`src/rtl/mmio_button_hub_if.sv`:
```
// rtl/mmio_button_hub_if.sv - data-memory bus bundle between the processor wrapper and the button hub
// Purpose: groups the dmem-side load/store signals seen by mmio_button_hub.
// Signals:
//   addr[11:0]     word address (address_dmem[11:0])
//   wren           store strobe
//   rden           load strobe (memory stage)
//   data_in[31:0]  store data
//   q[31:0]        read data, combinational, 0 when not hit
//   hit            address falls inside the hub's three-register window
// Modports: master (processor/wrapper side), slave (peripheral side).
interface mmio_button_hub_if;
  logic [11:0] addr;
  logic        wren;
  logic        rden;
  logic [31:0] data_in;
  logic [31:0] q;
  logic        hit;

  modport master (output addr, wren, rden, data_in, input q, hit);
  modport slave  (input addr, wren, rden, data_in, output q, hit);
endinterface

```
`src/rtl/mmio_button_hub.sv`:
```
// rtl/mmio_button_hub.sv - debounced button event FIFO and LED driver on the processor dmem bus
// Purpose: per-channel synchroniser + debouncer, press events queued in a FIFO
//   drained by EVENT reads, STATUS register, LEDCTL steady/flash LED control.
// Optional: define TIMESTAMP_EN to tag each event with a 16-bit timestamp
//   (one tick every 1024 cycles) returned in EVENT[23:8].
// Ports:
//   clock          system clock
//   reset          asynchronous active-high reset
//   buttons[N-1:0] raw button inputs, 1 = pressed
//   bus            mmio_button_hub_if.slave (addr/wren/rden/data_in in, q/hit out)
//   leds[N-1:0]    LED drive, 1 = on
//   irq            registered, high while the event FIFO is non-empty
module mmio_button_hub #(
  parameter int          NUM_CH          = 4,
  parameter int          DEBOUNCE_CYCLES = 500000,
  parameter int          FIFO_DEPTH      = 8,
  parameter int          FLASH_CYCLES    = 12500000,
  parameter logic [11:0] BASE_ADDR       = 12'd7
) (
  input  logic              clock,
  input  logic              reset,
  input  logic [NUM_CH-1:0] buttons,
  mmio_button_hub_if.slave  bus,
  output logic [NUM_CH-1:0] leds,
  output logic              irq
);
  localparam int DW = $clog2(DEBOUNCE_CYCLES);
  localparam int AW = $clog2(FIFO_DEPTH);
  localparam int FW = $clog2(FLASH_CYCLES + 1);
`ifdef TIMESTAMP_EN
  localparam int EW = 24;
`else
  localparam int EW = 8;
`endif
  localparam logic [11:0] EVENT_ADDR  = BASE_ADDR;
  localparam logic [11:0] STATUS_ADDR = BASE_ADDR + 12'd1;
  localparam logic [11:0] LEDCTL_ADDR = BASE_ADDR + 12'd2;
  localparam logic [AW:0] FULL_CNT    = FIFO_DEPTH[AW:0];

  logic [NUM_CH-1:0] r_sync1, r_sync2, r_level, w_level_nxt;
  logic [DW-1:0]     r_db_cnt [NUM_CH];
  logic [DW-1:0]     w_db_cnt_nxt [NUM_CH];
  logic [NUM_CH-1:0] r_pending, w_grant;
  logic [7:0]        w_push_ch;
  logic              w_found;
  logic [EW-1:0]     r_mem [FIFO_DEPTH];
  logic [EW-1:0]     w_entry, w_head;
  logic [AW-1:0]     r_wr_ptr, r_rd_ptr;
  logic [AW:0]       r_count;
  logic              r_overflow, r_ev_match_d, r_st_match_d, r_irq;
  logic              w_ev_match, w_st_match, w_pop, w_push, w_push_req, w_full, w_ovf_set, w_st_clr;
  logic              w_led_wr;
  logic [NUM_CH-1:0] r_leds;
  logic [FW-1:0]     r_flash_cnt [NUM_CH];
  logic [31:0]       w_q;
  wire               w_unused = &{1'b0, bus.data_in[31:10], bus.data_in[7:5]};

  // Debounce: count consecutive disagreeing cycles; toggle on the cycle the
  // count would reach DEBOUNCE_CYCLES.
  always_comb begin
    for (int i = 0; i < NUM_CH; i++) begin
      w_level_nxt[i]  = r_level[i];
      w_db_cnt_nxt[i] = '0;
      if (r_sync2[i] != r_level[i]) begin
        if (r_db_cnt[i] == DW'(DEBOUNCE_CYCLES - 1)) w_level_nxt[i] = ~r_level[i];
        else w_db_cnt_nxt[i] = r_db_cnt[i] + 1'b1;
      end
    end
  end

  always_ff @(posedge clock or posedge reset) begin
    if (reset) begin
      r_sync1   <= '0;
      r_sync2   <= '0;
      r_level   <= '0;
      r_pending <= '0;
      for (int i = 0; i < NUM_CH; i++) r_db_cnt[i] <= '0;
    end else begin
      r_sync1   <= buttons;
      r_sync2   <= r_sync1;
      r_level   <= w_level_nxt;
      // Grant clears the old pending bit; a fresh press sets it on the same edge.
      r_pending <= (r_pending & ~w_grant) | (w_level_nxt & ~r_level);
      for (int i = 0; i < NUM_CH; i++) r_db_cnt[i] <= w_db_cnt_nxt[i];
    end
  end

  // Fixed-priority arbiter: lowest pending channel wins.
  always_comb begin
    w_grant   = '0;
    w_push_ch = '0;
    w_found   = 1'b0;
    for (int i = 0; i < NUM_CH; i++) begin
      if (!w_found && r_pending[i]) begin
        w_grant[i] = 1'b1;
        w_push_ch  = 8'(i);
        w_found    = 1'b1;
      end
    end
  end

  // Reads pop/clear only on the first cycle of a held match.
  assign w_ev_match = bus.rden && (bus.addr == EVENT_ADDR);
  assign w_st_match = bus.rden && (bus.addr == STATUS_ADDR);
  assign w_st_clr   = w_st_match && !r_st_match_d;
  assign w_pop      = w_ev_match && !r_ev_match_d && (r_count != '0);
  assign w_full     = (r_count == FULL_CNT);
  assign w_push_req = |r_pending;
  assign w_push     = w_push_req && (!w_full || w_pop);
  assign w_ovf_set  = w_push_req && w_full && !w_pop;
  assign w_head     = r_mem[r_rd_ptr];

`ifdef TIMESTAMP_EN
  logic [9:0]  r_prescale;
  logic [15:0] r_ts;
  always_ff @(posedge clock or posedge reset) begin
    if (reset) begin
      r_prescale <= '0;
      r_ts       <= '0;
    end else begin
      r_prescale <= r_prescale + 10'd1;
      if (r_prescale == 10'h3FF) r_ts <= r_ts + 16'd1;
    end
  end
  assign w_entry = {r_ts, w_push_ch};
`else
  assign w_entry = w_push_ch;
`endif

  always_ff @(posedge clock) begin
    if (w_push) r_mem[r_wr_ptr] <= w_entry;
  end

  always_ff @(posedge clock or posedge reset) begin
    if (reset) begin
      r_wr_ptr     <= '0;
      r_rd_ptr     <= '0;
      r_count      <= '0;
      r_overflow   <= 1'b0;
      r_ev_match_d <= 1'b0;
      r_st_match_d <= 1'b0;
      r_irq        <= 1'b0;
    end else begin
      r_ev_match_d <= w_ev_match;
      r_st_match_d <= w_st_match;
      r_irq        <= (r_count != '0);
      if (w_push) r_wr_ptr <= r_wr_ptr + 1'b1;
      if (w_pop)  r_rd_ptr <= r_rd_ptr + 1'b1;
      if (w_push && !w_pop)      r_count <= r_count + 1'b1;
      else if (w_pop && !w_push) r_count <= r_count - 1'b1;
      // A new overflow on the clearing edge wins.
      if (w_ovf_set)     r_overflow <= 1'b1;
      else if (w_st_clr) r_overflow <= 1'b0;
    end
  end

  // LED control: steady writes cancel any running flash timer.
  assign w_led_wr = bus.wren && (bus.addr == LEDCTL_ADDR);

  always_ff @(posedge clock or posedge reset) begin
    if (reset) begin
      r_leds <= '0;
      for (int i = 0; i < NUM_CH; i++) r_flash_cnt[i] <= '0;
    end else begin
      for (int i = 0; i < NUM_CH; i++) begin
        if (w_led_wr && (bus.data_in[4:0] == 5'(i))) begin
          if (bus.data_in[9]) begin
            r_leds[i]      <= 1'b1;
            r_flash_cnt[i] <= FW'(FLASH_CYCLES);
          end else begin
            r_leds[i]      <= bus.data_in[8];
            r_flash_cnt[i] <= '0;
          end
        end else if (r_flash_cnt[i] != '0) begin
          r_flash_cnt[i] <= r_flash_cnt[i] - 1'b1;
          if (r_flash_cnt[i] == FW'(1)) r_leds[i] <= 1'b0;
        end
      end
    end
  end

  always_comb begin
    w_q = '0;
    if (bus.addr == EVENT_ADDR) begin
      if (r_count != '0) begin
        w_q[31]  = 1'b1;
        w_q[7:0] = w_head[7:0];
`ifdef TIMESTAMP_EN
        w_q[23:8] = w_head[23:8];
`endif
      end
    end else if (bus.addr == STATUS_ADDR) begin
      w_q[AW:0]          = r_count;
      w_q[8]             = r_overflow;
      w_q[16 +: NUM_CH]  = r_level;
    end else if (bus.addr == LEDCTL_ADDR) begin
      w_q[NUM_CH-1:0] = r_leds;
    end
  end

  assign bus.q   = w_q;
  assign bus.hit = (bus.addr >= EVENT_ADDR) && (bus.addr <= LEDCTL_ADDR);
  assign leds    = r_leds;
  assign irq     = r_irq;
endmodule
```
`src/flat_wrapper.sv`:
```
// flat-port wrapper written by rule: the top's interface ports become plain ports
module mmio_button_hub_flat 
#(
  parameter int          NUM_CH          = 4,
  parameter int          DEBOUNCE_CYCLES = 500000,
  parameter int          FIFO_DEPTH      = 8,
  parameter int          FLASH_CYCLES    = 12500000,
  parameter logic [11:0] BASE_ADDR       = 12'd7
)
  (clock, reset, buttons, leds, irq, bus_addr, bus_wren, bus_rden, bus_data_in, bus_q, bus_hit);
  mmio_button_hub_if bus_i ();
  input  logic clock;
  input  logic reset;
  input  logic [NUM_CH-1:0] buttons;
  output logic [NUM_CH-1:0] leds;
  output logic irq;
  input wire logic [$bits(bus_i.addr)-1:0] bus_addr;
  input wire logic [$bits(bus_i.wren)-1:0] bus_wren;
  input wire logic [$bits(bus_i.rden)-1:0] bus_rden;
  input wire logic [$bits(bus_i.data_in)-1:0] bus_data_in;
  output wire logic [$bits(bus_i.q)-1:0] bus_q;
  output wire logic [$bits(bus_i.hit)-1:0] bus_hit;
  assign bus_i.addr = bus_addr;
  assign bus_i.wren = bus_wren;
  assign bus_i.rden = bus_rden;
  assign bus_i.data_in = bus_data_in;
  assign bus_q = bus_i.q;
  assign bus_hit = bus_i.hit;
  mmio_button_hub #(.NUM_CH(NUM_CH), .DEBOUNCE_CYCLES(DEBOUNCE_CYCLES), .FIFO_DEPTH(FIFO_DEPTH), .FLASH_CYCLES(FLASH_CYCLES), .BASE_ADDR(BASE_ADDR)) u_core (.clock(clock), .reset(reset), .buttons(buttons), .bus(bus_i), .leds(leds), .irq(irq));
endmodule
```
`config.mk`:
```
export PLATFORM = sky130hd
export DESIGN_NAME = mmio_button_hub_flat
export DESIGN_NICKNAME = d
export VERILOG_FILES = /design/src/rtl/mmio_button_hub_if.sv /design/src/rtl/mmio_button_hub.sv /design/src/flat_wrapper.sv
export SDC_FILE = /design/constraint.sdc
export NUM_CORES = 1
export LEC_CHECK = 0
export ABC_AREA = 1
export ABC_CLOCK_PERIOD_IN_PS = 8900
export CAP_MARGIN = 20
export CORE_ASPECT_RATIO = 1.75
export CORE_MARGIN = 2
export CORE_UTILIZATION = 30
export CTS_CLUSTER_SIZE = 10
export DETAILED_ROUTE_END_ITERATION = 8
export MAX_ROUTING_LAYER = met4
export SLEW_MARGIN = 20
export SYNTH_ARGS = -nofsm -noshare
export SYNTH_HDL_FRONTEND = slang
export SYNTH_SLANG_ARGS = --single-unit
```
`constraint.sdc`:
```
create_clock -name clock -period 8.9 [get_ports clock]
set_clock_uncertainty 0.2 [all_clocks]
set_input_delay 1.335 -clock clock [delete_from_list [all_inputs] [get_ports clock]]
set_output_delay 1.335 -clock clock [all_outputs]
set_load 0.005 [all_outputs]
```
* Word level (Yosys, flattened, before mapping)
Memories as Yosys holds them, arrays and structs flattened. Cells that the tools add are included. W data, S select, Z words.
Cells by class: add/subtract/negate cells 12, order comparisons 2, equality and inequality tests 19, multiplexer cells 64, bitwise gates (word level) 9, reductions and logical operators 49
Operators by type and width (count):
- $mux W24 | 9
- $mux W19 | 8
- $eq A24 B1 Y1 const B | 4
- $reduce_bool A24 Y1 | 4
- $sub A24 B1 Y24 const B | 4
- $add A19 B1 Y19 const B | 4
- $eq A19 B19 Y1 const B | 4
- $mux W1 | 36
- $mux W4 | 8
- $eq A12 B4 Y1 const B | 2
- $reduce_bool A2 Y1 | 10
- $logic_and A1 B1 Y1 | 19
- $eq A12 B3 Y1 const B | 1
- $ge A12 B3 Y1 const B | 1
- $le A12 B4 Y1 const B | 1
- $eq A5 B2 Y1 const B | 2
- $and A4 B4 Y4 | 2
- $logic_not A1 Y1 | 8
- $mux W8 | 1
- $not A4 Y4 | 2
- $reduce_and A2 Y1 | 4
- $add A3 B1 Y3 const B | 2
- $eq A5 B1 Y1 const B | 1
- $logic_not A5 Y1 | 1
- 10 further kinds | 17
Word-level totals: register bits 206, bits in writable memories 16, memories 1
Memories:
- u_core.r_mem | words 8, bits a word 2, rd ports 1, clocked after Yosys merged registers in 0, wr ports 1, line mmio_button_hub.sv:46 | logic [EW-1:0] r_mem [FIFO_DEPTH];

* Logic depth before layout (Yosys ltp)
Gate-level depths: netlist of run 1.
depth in word-level cells 13, depth in mapped cells 16

* Least setup slack after synthesis of run 1
OpenSTA, ideal clock, no wires.
path kind input to output, start in bus_addr[9], end out bus_q[0], arrival 2.339 ns, required time 7.365 ns, setup slack 5.026 ns, stages on the path 8, path through nor2_1 -> nand3_1 -> nor2_4 -> buf_6 -> nand2_1 -> nor2_1 -> nand3_1 -> o211ai_1
Between the ends: word-level cells in the longest chain between the ends 4
Ends and longest elaborated chain:
- start, declared | line flat_wrapper.sv:17 | input wire logic [$bits(bus_i.addr)-1:0] bus_addr;
- $eq A12 B4 Y1 | line mmio_button_hub.sv:196 | end else if (bus.addr == LEDCTL_ADDR) begin
- $mux W4 | line mmio_button_hub.sv:196
- $mux W4 | line mmio_button_hub.sv:192 | end else if (bus.addr == STATUS_ADDR) begin
- $mux W4 * | line mmio_button_hub.sv:184 | if (bus.addr == EVENT_ADDR) begin
- end, declared | line flat_wrapper.sv:21 | output wire logic [$bits(bus_i.q)-1:0] bus_q;
Every way passes the cells marked *; elsewhere a longest branch is shown, timed or not.

* Worst setup path after layout of run 1
start in bus_addr[3], end out bus_q[0]
The elaborated chain is that of the path after synthesis.

==> impl_metrics.tcl, run 1 <==
set metrics [dict create \
    outcome "complete, no violations" \
    sw_frac_of_total_pct 36.5 \
    totalPowerFinal_mw 3.36 \
    power_frac_seq_pct 42.9 \
    root_buffer "clkbuf_16" \
    initialDrtViolationCount 541 \
    cp_max_fo 7 \
    drtPass1Iterations 7 \
    holdCritPathClass "reg2reg" \
    cts_htree_levels 1 \
    cts_sinks 222 \
    fmax_ghz 0.188 \
    ir_drop_v 0.000128 \
    die_w_um 163 \
    synth_top_area_share_pct 38.8 \
    p_leak_nw 6.84 \
    synth_async_sr_flop_share_pct 92.8 \
    rr_worst_depth 16 \
    cts_resized 0 \
    ys_top_cells_by_count "372 x nand2_1, 355 x nor2_1, 245 x inv_1" \
    routed_wirelength_mm 32.4 \
    whs_ns 0.150 \
    first_global_vias 11500 \
    synth-seq-area-share_pct 42.4 \
    port_buffers 42 \
    area_growth_pct 12.2 \
    clockBufferDepth 3 \
    post-dp-hpwl_mm 24.5 \
    finalHoldViolations 0 \
    synth_cells 1807 \
    avgRoutedWirePerCell_um 13.3 \
    initial_core_util_pct 30.2 \
    power.share.combinational_pct 29.3 \
    fin_crit_ns 5.33 \
    route.vias.total 11500 \
    coreArea_sq_mm 0.0440 \
    cts.clk_slew.worst_paths_ns 0.05 \
    max_stage_delay_ns 0.70 \
    row_count 102 \
    cp_slowest_cell "nor3_2" \
    p_clk_share_pct 27.8 \
    powerDensity_mw_per_mm2 225 \
    cts_buffers 26 \
    final-max-slew-violation-count 0 \
    holdBufCountCts 0 \
    placed_area_sq_mm 0.0142 \
    grt_use_total_pct 14.7 \
    cp_data_arrival_time_ns 3.80 \
    grt_pass1_wl_mm 54.1 \
    synth_edf_count 16 \
    post-route-period-util_pct 59.9 \
    drc 0 \
    whs_path_depth 0 \
    path_common_cell "clkdlybuf4s50_1" \
    setup_viol 0 \
    synth.area.top_cells "dfrtp_1 39%, nand2_1 11%, nor2_1 10%" \
    intPower_mw 2.13 \
    dieArea_sq_mm 0.0460 \
    place_congestion 0.868 \
    grt_antenna_before_repair 0 \
    ioPinCount 90 \
    ys_warn_count 0 \
    wl_met2_mm 17.6 \
    cp-start-kind "input pin" \
    syn_avg_cell_area_sq_um 7.35 \
    synth.most_common_cell "nand2_1" \
    path_class "in2out" \
    cp_cell_sequence "clkdlybuf4s50_1 > nor3_2 > nand2_1 > nor2_1 > nand3_1 > o211ai_1 > clkdlybuf4s50_1" \
    synth-main-ff-cell "dfrtp_1" \
    clk_latency_ns 0.54 \
    synth_area_sq_mm 0.0133 \
    viasPerCell 4.72 \
    ys_ff_latch 222 \
    diodes 0 \
    drt-met1-wl_mm 12.6 \
    die_h_um 282 \
    tritoncts "yes" \
    slew_headroom_pct 34.5 \
    worstMarginPinSlew_ns 0.982 \
    rsz0062_at_grt "no" \
    topRoutingLayerUsed "met4" \
    required_ns 7.36 \
    max-cap-violations 0 \
    post-cts-setup-buffers 0 \
    gr-total-overflow 0 \
    drive_gt1_share_pct 6.30 \
    ant_nets 0 \
    synth_cell_types 46 \
    p_sw_mw 1.23 \
    yosysTopAreaCell "dfrtp_1" \
    setup_tns_ns 0 \
    dr_wl_met3_um 865 \
    final_cell_area_sq_mm 0.0149 \
    fillCellCount 4660 \
    fin_nets 1922 \
    grt_max_degree 77 \
    endpoint_kind "primary output" \
]
worst max-delay path, delay by kind of cell:
family,cells,cell delay (ns)
compound gates,1,0.13
simple gates,4,1.28
buf+inv,2,1.04
per-layer routing:
layer / vias to the layer above / global-route usage, %
li1: 5796 / -
met5: - / -
met3: 88 / 1.39
met1: 5368 / 15.1
met4: 0 / 6.44
met2: 202 / 28.0
power groups by stage:
stage          Combinational [mW]  Clock, mW  Sequential (mW)
4_1_cts                     0.992      0.965             1.44
2_1_floorplan               0.817          0             1.39
3_5_place_dp                0.987          0             1.45
6_report                    0.984      0.935             1.44
5_1_grt                      1.15      0.995             1.47
3_3_place_gp                0.960          0             1.45
through the flow:
stage / utilization (%) / worst slack [ns] / std cells
finish: 33.9 / 3.57 / 2429
floorplan: - / 1.74 / 1828
global placement: 32.3 / 3.58 / 2396
detailed placement: 32.3 / 3.56 / 2396
CTS: 33.9 / 3.56 / 2429
global route: 33.9 / 3.43 / 2429
cell families (layout without fill, tap and decap cells):
| kind of cell | after synthesis | in the layout | synth area share [%] |
|---|---|---|---|
| flops | 222 | 222 | 42.4 |
| compound gates | 122 | 122 | 5.86 |
| other cells | 1 | 22 | 0.0282 |
| simple gates | 1074 | 1074 | 36.0 |
| xor+xnor | 67 | 67 | 4.42 |
| buf+inv | 303 | 332 | 9.55 |
| fa+ha+maj | 18 | 18 | 1.75 |
flip-flops by register name (all words and copies together) (netlist names), 3 cells and up:
register and cells:
u_core.r_mem 16, u_core.r_sync1 4, u_core.r_flash_cnt 96, u_core.r_level 4
u_core.leds 4, u_core.r_rd_ptr 3, u_core.r_sync2 4, u_core.r_pending 4
u_core.r_wr_ptr 3, u_core.r_count 4, u_core.r_db_cnt 76
path summary, 6_finish.rpt:
kind | from | endpoint | slack [ns]
hold reg to reg | u_core.r_sync1[1]$_DFF_PP0_ | u_core.r_sync2[1]$_DFF_PP0_ | 0.15
max in group asynchronous | reset | u_core.r_pending[2]$_DFF_PP0_ | 6.08
setup reg to reg | u_core.r_count[0]$_DFFE_PP0P_ | u_core.r_count[3]$_DFFE_PP0P_ | 5.88
min in group asynchronous | reset | u_core.r_flash_cnt[90]$_DFFE_PP0P_ | 1.05
hold / removal | u_core.r_sync1[1]$_DFF_PP0_ | u_core.r_sync2[1]$_DFF_PP0_ | 0.15
setup / recovery | bus_addr[3] | bus_q[0] | 3.57
cell type report:
type	count	area (sq um)	area share, %
Multi-Input combinational cell	1303	6460	43.3
Sequential cell	222	5640	37.8
Inverter	254	961	6.45
Tap cell	572	716	4.80
Clock buffer	31	669	4.49
Timing Repair Buffer	45	443	2.97
Clock inverter	2	25.0	0.168
placed cells by master, fill, tap and decap left out, drive strengths merged, types with 2 or more instances in the layout:
cell type and n:
conb 22, and3 5, buf 3, xnor2 14
nor4 2, clkdlybuf4s50 42, edfxtp 16, o21ai 40
o22ai 2, o21bai 2, a21o 9, nand2 376
nand4 80, nor2 374, o211ai 6, dfrtp 206
clkinv 3, nor3 48, inv 253, clkbuf 31
xor2 53, a21oi 60, nor3b 5, ha 17
or2 13, nand3 160, nand3b 9
(Power assumes the default switching activity.)
==> inputs of run 2 (changes only) <==
- ABC_CLOCK_PERIOD_IN_PS: 8900 -> 4900
- clock period: 8.9 -> 4.9 ns (I/O delays scaled with it)
==> run 2 against run 1 <==
  * Final cell count rose by 0.12%
  * Critical path depth rose by 1
  * Combinational power rose by 84%
  * Global-route usage rose by 0.20 points
  * Via count rose by 1.3%
  * Largest cell class unchanged
==> impl_metrics.tcl, run 2 (synthesized netlist as in run 1, its figures left out) <==
set metrics [dict create \
    outcome "complete, no violations" \
    cts_resized 0 \
    cts_htree_levels 1 \
    final-max-slew-violation-count 0 \
    die_h_um 282 \
    place_congestion 0.899 \
    setup_viol 0 \
    grt_pass1_wl_mm 54.9 \
    grt_max_degree 91 \
    area_growth_pct 12.8 \
    cp_data_arrival_time_ns 3.19 \
    setup_tns_ns 0 \
    coreArea_sq_mm 0.0440 \
    whs_ns 0.148 \
    final_cell_area_sq_mm 0.0150 \
    largest_register_ffs 96 \
    multiInputGateArea_sq_mm 0.00646 \
    fin_nets 1924 \
    dpl_worst_slack_ns 0.750 \
    holdBufCountCts 0 \
    placed_area_sq_mm 0.0142 \
    routed_wirelength_mm 32.8 \
    cts_buffers 26 \
    largest-register "u_core.r_flash_cnt" \
    rsz0062_at_grt "no" \
    root_buffer "clkbuf_16" \
    cp-start-kind "input pin" \
    finalHoldViolations 0 \
    fin_cells 2432 \
    port_buffers 42 \
    grt_antenna_before_repair 0 \
    ant_nets 0 \
    clk_latency_ns 0.54 \
    ir_drop_v 0.000286 \
    initial_core_util_pct 30.2 \
    place_inst 2398 \
    drc 0 \
    ioPinCount 90 \
    p_leak_nw 6.88 \
    required_ns 3.96 \
    tritoncts "yes" \
    grt_use_total_pct 14.9 \
    timing.final.ws_setup_ns 0.780 \
    post-dp-hpwl_mm 25.0 \
    avgRoutedWirePerCell_um 13.5 \
    initialDrtViolationCount 598 \
    drtPass1Iterations 5 \
    row_count 102 \
    final_cell_mix "372 x nand2_1, 355 x nor2_1, 244 x inv_1, 206 x dfrtp_1, 160 x nand3_1" \
    fin_crit_ns 4.12 \
    powerDensity_mw_per_mm2 413 \
    final_common_cell "nand2_1" \
    reg_top3 "u_core.r_flash_cnt: 96 flops, u_core.r_db_cnt: 76 flops, u_core.r_mem: 16 flops" \
    viasPerCell 4.77 \
    slew_headroom_pct 43.1 \
    post-route-period-util_pct 84.1 \
    die_w_um 163 \
    worstMarginPinSlew_ns 0.850 \
    first_global_vias 11800 \
    dieArea_sq_mm 0.0460 \
    post-cts-setup-buffers 0 \
    gr-total-overflow 0 \
    ff_latch_area_sq_mm 0.00564 \
    clockBufferDepth 3 \
    path_class "in2out" \
    fillCellCount 4582 \
    route.vias.total 11600 \
    max-cap-violations 0 \
    diodes 0 \
    utilization_pct 34.0 \
    totalPowerFinal_mw 6.19 \
    holdCritPathClass "reg2reg" \
    endpoint_kind "primary output" \
    cp_max_fo 13 \
    cts_sinks 222 \
    drive_gt1_share_pct 6.45 \
    cts.clk_slew.worst_paths_ns 0.05 \
    fmax_ghz 0.243 \
]
## run 2: area by class of cell
type / count / area share, %
multi-input cells: 1303 / 43.1
clock buffers: 34 / 4.89
inverters: 254 / 6.39
repair buffers: 47 / 3.22
flip-flops and latches: 222 / 37.6
well taps: 572 / 4.78
## run 2: worst paths after layout
path	startpoint	to	slack, ns	cells past startpoint
worst max register to register	u_core.r_count[0]$_DFFE_PP0P_	u_core.r_count[3]$_DFFE_PP0P_	1.93	16
max in group asynchronous	reset	u_core.r_sync1[3]$_DFF_PP0_	3.03	3
worst min register to register	u_core.r_sync1[3]$_DFF_PP0_	u_core.r_sync2[3]$_DFF_PP0_	0.15	0
worst max-delay path	bus_addr[10]	bus_q[17]	0.78	8
min in group asynchronous	reset	u_core.r_flash_cnt[44]$_DFFE_PP0P_	0.52	2
worst min-delay path	u_core.r_sync1[3]$_DFF_PP0_	u_core.r_sync2[3]$_DFF_PP0_	0.15	0
## run 2: worst max-delay path, cell delays in order
cell,delay [ns]
clkdlybuf4s50_1,0.47
inv_1,0.13
nand3_1,0.16
nor2_4,0.41
nand2_1,0.35
nor3_1,0.24
buf_4,0.18
clkdlybuf4s50_1,0.52
## run 2: layer usage
metal	global-route usage, %	part of all wire, %	vias to the layer above	wire [um]
li1	-	-	5807	-
met1	15.1	38	5437	12500
met2	28.2	54	239	17700
met3	1.36	3.5	116	1140
met4	7.42	4.4	0	1450
met5	-	0	-	0
## run 2: power by group
part           internal [mW]  switching, mW
logic                  0.700           1.11
registers               2.23          0.386
clock network           1.02          0.744
